## config.mk

```make
export PLATFORM = sky130hd
export DESIGN_NAME = btb_fetch_pc
export DESIGN_NICKNAME = d
export VERILOG_FILES = /design/src/rtl/btb_fetch_pc.sv
export SDC_FILE = /design/constraint.sdc
export NUM_CORES = 1
export LEC_CHECK = 0
export CORE_MARGIN = 4
export CORE_UTILIZATION = 54
export CTS_BUF_LIST = sky130_fd_sc_hd__clkbuf_16
export DETAILED_ROUTE_END_ITERATION = 12
export PLACE_DENSITY = 0.73
export SETUP_SLACK_MARGIN = 0.4
export SLEW_MARGIN = 10
export SYNTH_ARGS = -nofsm -noshare
export SYNTH_HDL_FRONTEND = slang
export SYNTH_SLANG_ARGS = --single-unit
export TNS_END_PERCENT = 5
```

## constraint.sdc

```tcl
create_clock -name clk -period 10.85 [get_ports clk]
set_input_delay 2.17 -clock clk [delete_from_list [all_inputs] [get_ports clk]]
set_output_delay 2.17 -clock clk [all_outputs]
set_load 0.02 [all_outputs]
```

## src/rtl/btb_fetch_pc.sv

```systemverilog
// Fetch-stage PC register with a direct-mapped branch target buffer and a pending-redirect latch.
// Optional saturating lookup/hit counters are built when BTB_PERF_COUNTERS_EN is defined.
module btb_fetch_pc #(
  parameter int          idx_bits = 4,
  parameter logic [31:0] RESET_PC = 32'h4000_0000
) (
  input  logic        clk,
  input  logic        rst,
  input  logic        stall,
  input  logic        predict_dir,
  input  logic        redirect,
  input  logic [31:0] redirect_pc,
  input  logic [6:0]  ex_mem_opcode,
  input  logic [31:0] ex_mem_pc,
  input  logic [31:0] ex_mem_target,
  input  logic        ex_mem_br_en,
  output logic [31:0] pc,
  output logic        btb_hit,
  output logic        pred_taken,
  output logic [31:0] pred_target,
  output logic [31:0] perf_lookups,
  output logic [31:0] perf_hits
);

  localparam int          entries = 1 << idx_bits;
  localparam int          tag_w   = 30 - idx_bits;
  localparam logic [6:0]  op_br   = 7'b110_0011;
  localparam logic [6:0]  op_jal  = 7'b110_1111;
  localparam logic [6:0]  op_jalr = 7'b110_0111;

  function automatic logic is_cti(input logic [6:0] opcode);
    logic hit;
    case (opcode)
      op_br, op_jal, op_jalr: hit = 1'b1;
      default:                hit = 1'b0;
    endcase
    return hit;
  endfunction

  logic [31:0]         pc_r;
  logic                pend_valid_r;
  logic [31:0]         pend_pc_r;
  logic [entries-1:0]  valid_r;
  logic [tag_w-1:0]    tag_r    [entries];
  logic [31:0]         target_r [entries];

  logic [idx_bits-1:0] rd_idx_s;
  logic [tag_w-1:0]    rd_tag_s;
  logic [idx_bits-1:0] wr_idx_s;
  logic                btb_hit_s;
  logic                pred_taken_s;
  logic [31:0]         pred_target_s;
  logic [31:0]         next_pc_s;
  logic                btb_we_s;
  logic                unused_s;

  assign rd_idx_s = pc_r[idx_bits+1:2];
  assign rd_tag_s = pc_r[31:idx_bits+2];
  assign wr_idx_s = ex_mem_pc[idx_bits+1:2];
  assign unused_s = ^ex_mem_pc[1:0];

  // Combinational lookup, next-PC selection and BTB write enable
  always_comb begin
    btb_hit_s     = 1'b0;
    pred_taken_s  = 1'b0;
    pred_target_s = pc_r + 32'd4;
    next_pc_s     = pc_r;
    btb_we_s      = 1'b0;

    btb_hit_s    = valid_r[rd_idx_s] && (tag_r[rd_idx_s] == rd_tag_s);
    pred_taken_s = btb_hit_s && predict_dir;
    if (pred_taken_s) begin
      pred_target_s = target_r[rd_idx_s];
    end else begin
      pred_target_s = pc_r + 32'd4;
    end

    if (pend_valid_r) begin
      next_pc_s = pend_pc_r;
    end else if (redirect) begin
      next_pc_s = redirect_pc;
    end else begin
      next_pc_s = pred_target_s;
    end

    if (!stall && ex_mem_br_en && is_cti(ex_mem_opcode)) begin
      btb_we_s = 1'b1;
    end else begin
      btb_we_s = 1'b0;
    end
  end

  // PC register and pending redirect; a stalled redirect is parked until the stall lifts
  always_ff @(posedge clk or posedge rst) begin
    if (rst) begin
      pc_r         <= RESET_PC;
      pend_valid_r <= 1'b0;
      pend_pc_r    <= 32'h0000_0000;
    end else if (!stall) begin
      pc_r         <= next_pc_s;
      pend_valid_r <= 1'b0;
    end else if (redirect) begin
      pend_valid_r <= 1'b1;
      pend_pc_r    <= redirect_pc;
    end
  end

  // Valid bits are the only BTB state that needs reset
  always_ff @(posedge clk or posedge rst) begin
    if (rst) begin
      valid_r <= '0;
    end else if (btb_we_s) begin
      valid_r[wr_idx_s] <= 1'b1;
    end
  end

  // Tag and target storage
  always_ff @(posedge clk) begin
    if (btb_we_s) begin
      tag_r[wr_idx_s]    <= ex_mem_pc[31:idx_bits+2];
      target_r[wr_idx_s] <= ex_mem_target;
    end
  end

  assign pc          = pc_r;
  assign btb_hit     = btb_hit_s;
  assign pred_taken  = pred_taken_s;
  assign pred_target = pred_target_s;

`ifdef BTB_PERF_COUNTERS_EN
  logic [31:0] lookups_r;
  logic [31:0] hits_r;

  // Saturating counters for unstalled fetches and predicted-taken fetches
  always_ff @(posedge clk or posedge rst) begin
    if (rst) begin
      lookups_r <= 32'h0000_0000;
      hits_r    <= 32'h0000_0000;
    end else if (!stall) begin
      if (lookups_r != 32'hFFFF_FFFF) begin
        lookups_r <= lookups_r + 32'd1;
      end
      if (pred_taken_s && (hits_r != 32'hFFFF_FFFF)) begin
        hits_r <= hits_r + 32'd1;
      end
    end
  end

  assign perf_lookups = lookups_r;
  assign perf_hits    = hits_r;
`else
  assign perf_lookups = 32'h0000_0000;
  assign perf_hits    = 32'h0000_0000;
`endif

endmodule

```

# ---- Word-level counts from Yosys, hierarchy flattened
# Memory sizes are Yosys's and may differ from the RTL's.
# Cells that the tools add are included.
dict set report word_totals {
  ff_bits 81
  latchBits 0
  mem_bits_rw 928
  romBits 0
  input_bits 109
  elab_cells 37
  mem_count 2
}
dict set report classes {
  addsub 1
  n_mul 0
  div_mod_pow 0
  magnitude_cmp 3
  n_eq_ne 5
  shifts 0
  n_mux 13
  bitwise 1
  reduce_logical 8
}
# memory words word_bits rd rd_ports_with_merged_regs write_ports line_no
set memory_table {}
lappend memory_table {target_r 16 32 1 0 1 45} ;# logic [31:0] target_r [entries];
lappend memory_table {tag_r 16 26 1 0 1 44} ;# logic [tag_w-1:0] tag_r [entries];
# op count
set ops {}
lappend ops {{$mux W32} 3}
lappend ops {{$add A32 B3 Y32 const B} 1}
lappend ops {{$eq A26 B26 Y1} 1}
lappend ops {{$eq A7 B7 Y1 const B} 3}
lappend ops {{$or A16 B16 Y16} 1}
lappend ops {{$lt A4 B5 Y1 const B} 2}
lappend ops {{$mux W1} 8}
lappend ops {{$logic_and A1 B1 Y1} 5}
lappend ops {{$bmux W1 S4} 1}
lappend ops {{$demux W1 S4} 1}
lappend ops {{$ge A4 B1 Y1 const B} 1}
lappend ops {{$reduce_or A3 Y1} 1}
lappend ops {{$ne A2 B1 Y1 const B} 1}
lappend ops {{$reduce_and A2 Y1} 1}
lappend ops {{$logic_not A1 Y1} 1}

# ---- Depth between registers and ports, before layout
dict set report depth {
  word_depth 7
  depth_mapped 16
  mapped_depth_nobuf 9
}

# ---- Worst setup path after synthesis
# Ideal clock, no wire load.
dict set report synth_timing {
  path_kind {input to register}
  startpoint {input port stall}
  endpoint {memory tag_r[0][0] (netlist name), enable pin}
  t_arrival_ns 5.604
  t_required_ns 10.375
  setup_slack_ns 4.771
  stages 5
  path_cell_list {clkbuf_1 > a2111oi_0 > nand4_1 > or3_1 > nor2_1}
}
dict set report synth_between {
  elab_chain_cells 6
}
# item line_no
set synth_rtl {}
lappend synth_rtl {{start, declared} 9} ;# input logic stall,
lappend synth_rtl {{$logic_not A1 Y1} --}
lappend synth_rtl {{$logic_and A1 B1 Y1 (2 in series)} 86} ;# if (!stall && ex_mem_br_en && is_cti(ex_mem_opcode)) begin
lappend synth_rtl {{$mux W1} 86}
lappend synth_rtl {{$mux W1} 119} ;# if (btb_we_s) begin
lappend synth_rtl {{$mux W1 (implied by the code)} 120} ;# tag_r[wr_idx_s] <= ex_mem_pc[31:idx_bits+2];
lappend synth_rtl {{end, declared} 44}
# No other way between the ends.

# ---- Worst setup path after layout
dict set report layout_timing {
  startpoint {register pc_r[3], in the netlist pc[3]}
  endpoint {output port pred_target[4]}
}
dict set report layout_between {
  elab_chain_cells 5
  word_cells_on_any_way 9
  classes_between {add/sub: 1; eq/ne: 1; mux: 3; reduce/logical: 2; memory: 2}
}
# item line_no
set layout_rtl {}
lappend layout_rtl {{start, declared} 40} ;# logic [31:0] pc_r;
lappend layout_rtl {{start signal, assigned} 100} ;# pc_r <= next_pc_s;
lappend layout_rtl {{$mem_v2 Z16 W26 / $bmux W1 S4 (equally long branches)} --}
lappend layout_rtl {{$eq A26 B26 Y1 / $mux W1 (equally long branches)} 70} ;# btb_hit_s = valid_r[rd_idx_s] && (tag_r[rd_idx_s] == rd_tag_s);
lappend layout_rtl {{$logic_and A1 B1 Y1} 70}
lappend layout_rtl {{$logic_and A1 B1 Y1} 71} ;# pred_taken_s = btb_hit_s && predict_dir;
lappend layout_rtl {{$mux W32 (*)} 72} ;# if (pred_taken_s) begin
lappend layout_rtl {{end, declared} 20} ;# output logic [31:0] pred_target,
# Every way passes the cells marked *; elsewhere a longest branch is shown, timed or not. The select of a mux whose other input is x is not followed.

==> flow_summary.yaml <==
sta:
  final.period_utilization_pct: 79.7
  hold_viol_final: 0
  fin_ws_ns: 2.20
  setup_tns_ns: 0
  skew_ns: 0.0362
  maxSlewViolCount: 0
  max_freq_ghz: 0.116
  period_needed_ns: 8.65
  maxSlewHeadroom_pct: 18.0
  rsz0062_at_grt: "no"
  worstMarginPinSlew_ns: 1.23
  whs_ns: 0.472
  setup_violations: 0
clock_network:
  clock_latency_ns: 0.67
  root_buffer: "clkbuf_16"
  post_cts_buffers: 0
  hold_buffers: 0
  cts_max_level: 3
  clock_path_buffers: 3
  cts_resized: 0
  clk_pin_slew_ns: 0.06
  cts_buffers: 98
  clkSinkCount: 1009
  cts_tree: "built"
critical_path:
  slowest_delay_ns: 0.90
  crit_type: "register to output port"
  critPathBufInv: 3
  cp_common_cell: "buf_4"
  crit_arrival_ns: 6.48
  worstRegToRegCells: 11
  cp.required_ns: 8.68
  path_cells: "buf_4 > mux4_2 > mux2i_1 > a2bb2oi_1 > o21ai_0 > o22ai_1 > o2111ai_1 > nor4_4 > buf_4 > mux2_1 > clkdlybuf4s50_1"
  worstSetupEndpointType: "output port"
  crit_path_start_kind: "register"
  path_depth: 11
  path_max_fanout: 71
  cp_top_family: "buffers and inverters"
  crit_slowest_cell: "dfrtp_4"
drt:
  ant_nets: 0
  drt_iter0_drc: 3215
  drc: 0
  vias: 22717
  dr.pass1.iters: 6
  wirelength_mm: 109
  routed_via_density: 6.50
  wl_per_cell_um: 31.2
floorplanning:
  die_w_um: 286
  initial_core_util_pct: 54.7
  coreArea_mm2: 0.0762
  die_area_mm2: 0.0817
  die_h_um: 286
  placementRows: 101
  io_pins: 239
status:
  outcome: "completed"
global_routing:
  grt.overflow.total: 0
  grt_max_degree: 83
  grt_usage_pct: 26.4
  grt_first_pass_wirelength_mm: 157
  antenna_found_initial: 9
  first_global_vias: 22587
logic_synthesis:
  synthesis.area_mm2: 0.0417
  async_reset_ff_share_pct: 8.03
  synth_edf_count: 928
  yosysMostFrequentCell: "edfxtp_1"
  ys_ff_latch: 1009
  synthCells: 2186
  synthFlopType: "edfxtp_1"
  yosysTopAreaCellShare_pct: 66.8
  syn_avg_cell_area_um2: 19.1
  yosysSeqAreaShare_pct: 71.7
  ys_warn_count: 0
  synth.largest_area_cell: "edfxtp_1"
  ys_types: 77
  synth_commonest_cells: "edfxtp_1 (928), mux4_2 (248), buf_4 (80), dfrtp_1 (80), nor2_1 (76)"
  yosys-top-cells-area: "edfxtp_1 (67%), mux4_2 (13%), dfrtp_1 (4.8%)"
min_path:
  hold_depth: 1
  hp-class: "register to register"
place:
  place_area_mm2: 0.0443
  pre_cts_ws_ns: 2.96
  io_buffer_count: 172
  hpwl_mm: 65.1
  place_congestion: 0.977
power_and_ir_drop:
  p_switching_mw: 2.29
  p_sw_share_pct: 25.4
  p_clk_share_pct: 37.2
  power_density_mw_per_mm2: 190
  p_leak_nw: 15.6
  peakVddDrop_mv: 0.130
  pwr-share-comb_pct: 14.1
  internal_power_mw: 6.74
  seqPwrFrac_pct: 48.6
final_layout:
  num-nets-final: 2488
  final_core_util_pct: 62.3
  fin_area_mm2: 0.0475
  syn2layout_area_growth_pct: 13.9
  drive_gt1_share_pct: 21.5
run:
  drv_cap: 0
[path summary, 6_finish.rpt]
path	to	slack, ns	start
max	pred_target[4]	2.20	pc[3]$_DFFE_PP0N_
min	valid_r[1]$_DFFE_PP0P_	0.47	valid_r[1]$_DFFE_PP0P_
max reg2reg	pc[3]$_DFFE_PP0N_	5.18	pc[3]$_DFFE_PP0N_
min reg2reg	valid_r[1]$_DFFE_PP0P_	0.47	valid_r[1]$_DFFE_PP0P_
max in group asynchronous	pc[2]$_DFFE_PP0N_	7.80	rst
min in group asynchronous	pc[17]$_DFFE_PP0N_	1.92	rst
[flip-flops by register name, summed over array words and instances, names as in the netlist]
register      count
target_r        512
tag_r           416
pc               32
pend_pc_r        32
valid_r          16
pend_valid_r      1
[routing by layer]
layer  GRT usage (%)  vias to the layer above  part of all wire, %
li1                -                     9165                    -
met1            37.0                    11928                   39
met2            41.5                     1372                   48
met3            6.10                      242                   10
met4            9.44                       10                  3.7
met5               0                        -                0.058
[logic make-up after synthesis]
group | share of synthesized area, %
AND/OR/NAND/NOR | 3.73
AO/OA/AOI/OAI | 3.81
flip-flops | 71.7
XOR/XNOR | 0.903
adder cells (fa/ha/maj) | 0.0300
multiplexers | 16.7
buffers and inverters | 3.16
other | 0.00899
[cell usage in the layout (no fill, tap or decap), types with 12 or more instances in the layout]
cell type	netlist	layout
nor3_1	12	12
conb_1	1	64
nand2_1	66	66
nand2b_1	16	16
inv_1	47	65
clkdlybuf4s50_1	0	171
mux2_1	17	17
nor2_4	0	16
a32o_1	15	15
and3_1	14	14
a21oi_1	39	39
a211oi_1	14	14
clkinv_1	2	24
nor2b_1	12	12
nand3_1	21	21
or3_1	20	20
or2_2	21	21
buf_4	80	41
clkinv_2	0	16
dfrtp_1	80	77
o22ai_1	22	22
mux2i_1	68	68
o21ai_0	22	22
edfxtp_1	928	928
clkbuf_16	0	98
nor2_1	76	60
mux4_2	248	248
xnor2_1	36	36
mux2_2	44	44
[power by group through the flow]
stage	Clock [mW]	Sequential (mW)	Combinational (mW)
final	3.36	4.39	1.28
after global routing	3.57	4.39	1.34
after CTS	3.40	4.39	1.26
after detailed placement	0	4.47	1.25
after global placement	0	4.47	1.24
after floorplan	0	4.41	0.851
[per-stage QoR]
| stage | total power [mW] | std cells |
|---|---|---|
| floorplan | 5.26 | 2249 |
| global placement | 5.71 | 3308 |
| detailed placement | 5.72 | 3308 |
| CTS | 9.05 | 3490 |
| global route | 9.30 | 3491 |
| finish | 9.03 | 3493 |
[final cells by class]
class	instances	area, um^2
Tap cell	1030	1290
Sequential cell	1009	29900
Clock inverter	84	733
Multi-Input combinational cell	1004	10900
Fill cell	5216	28700
Inverter	49	186
Timing Repair Buffer	216	2080
Clock buffer	98	2450
Antenna cell	3	7.51
Note: power is estimated with default switching activity, not from simulation.
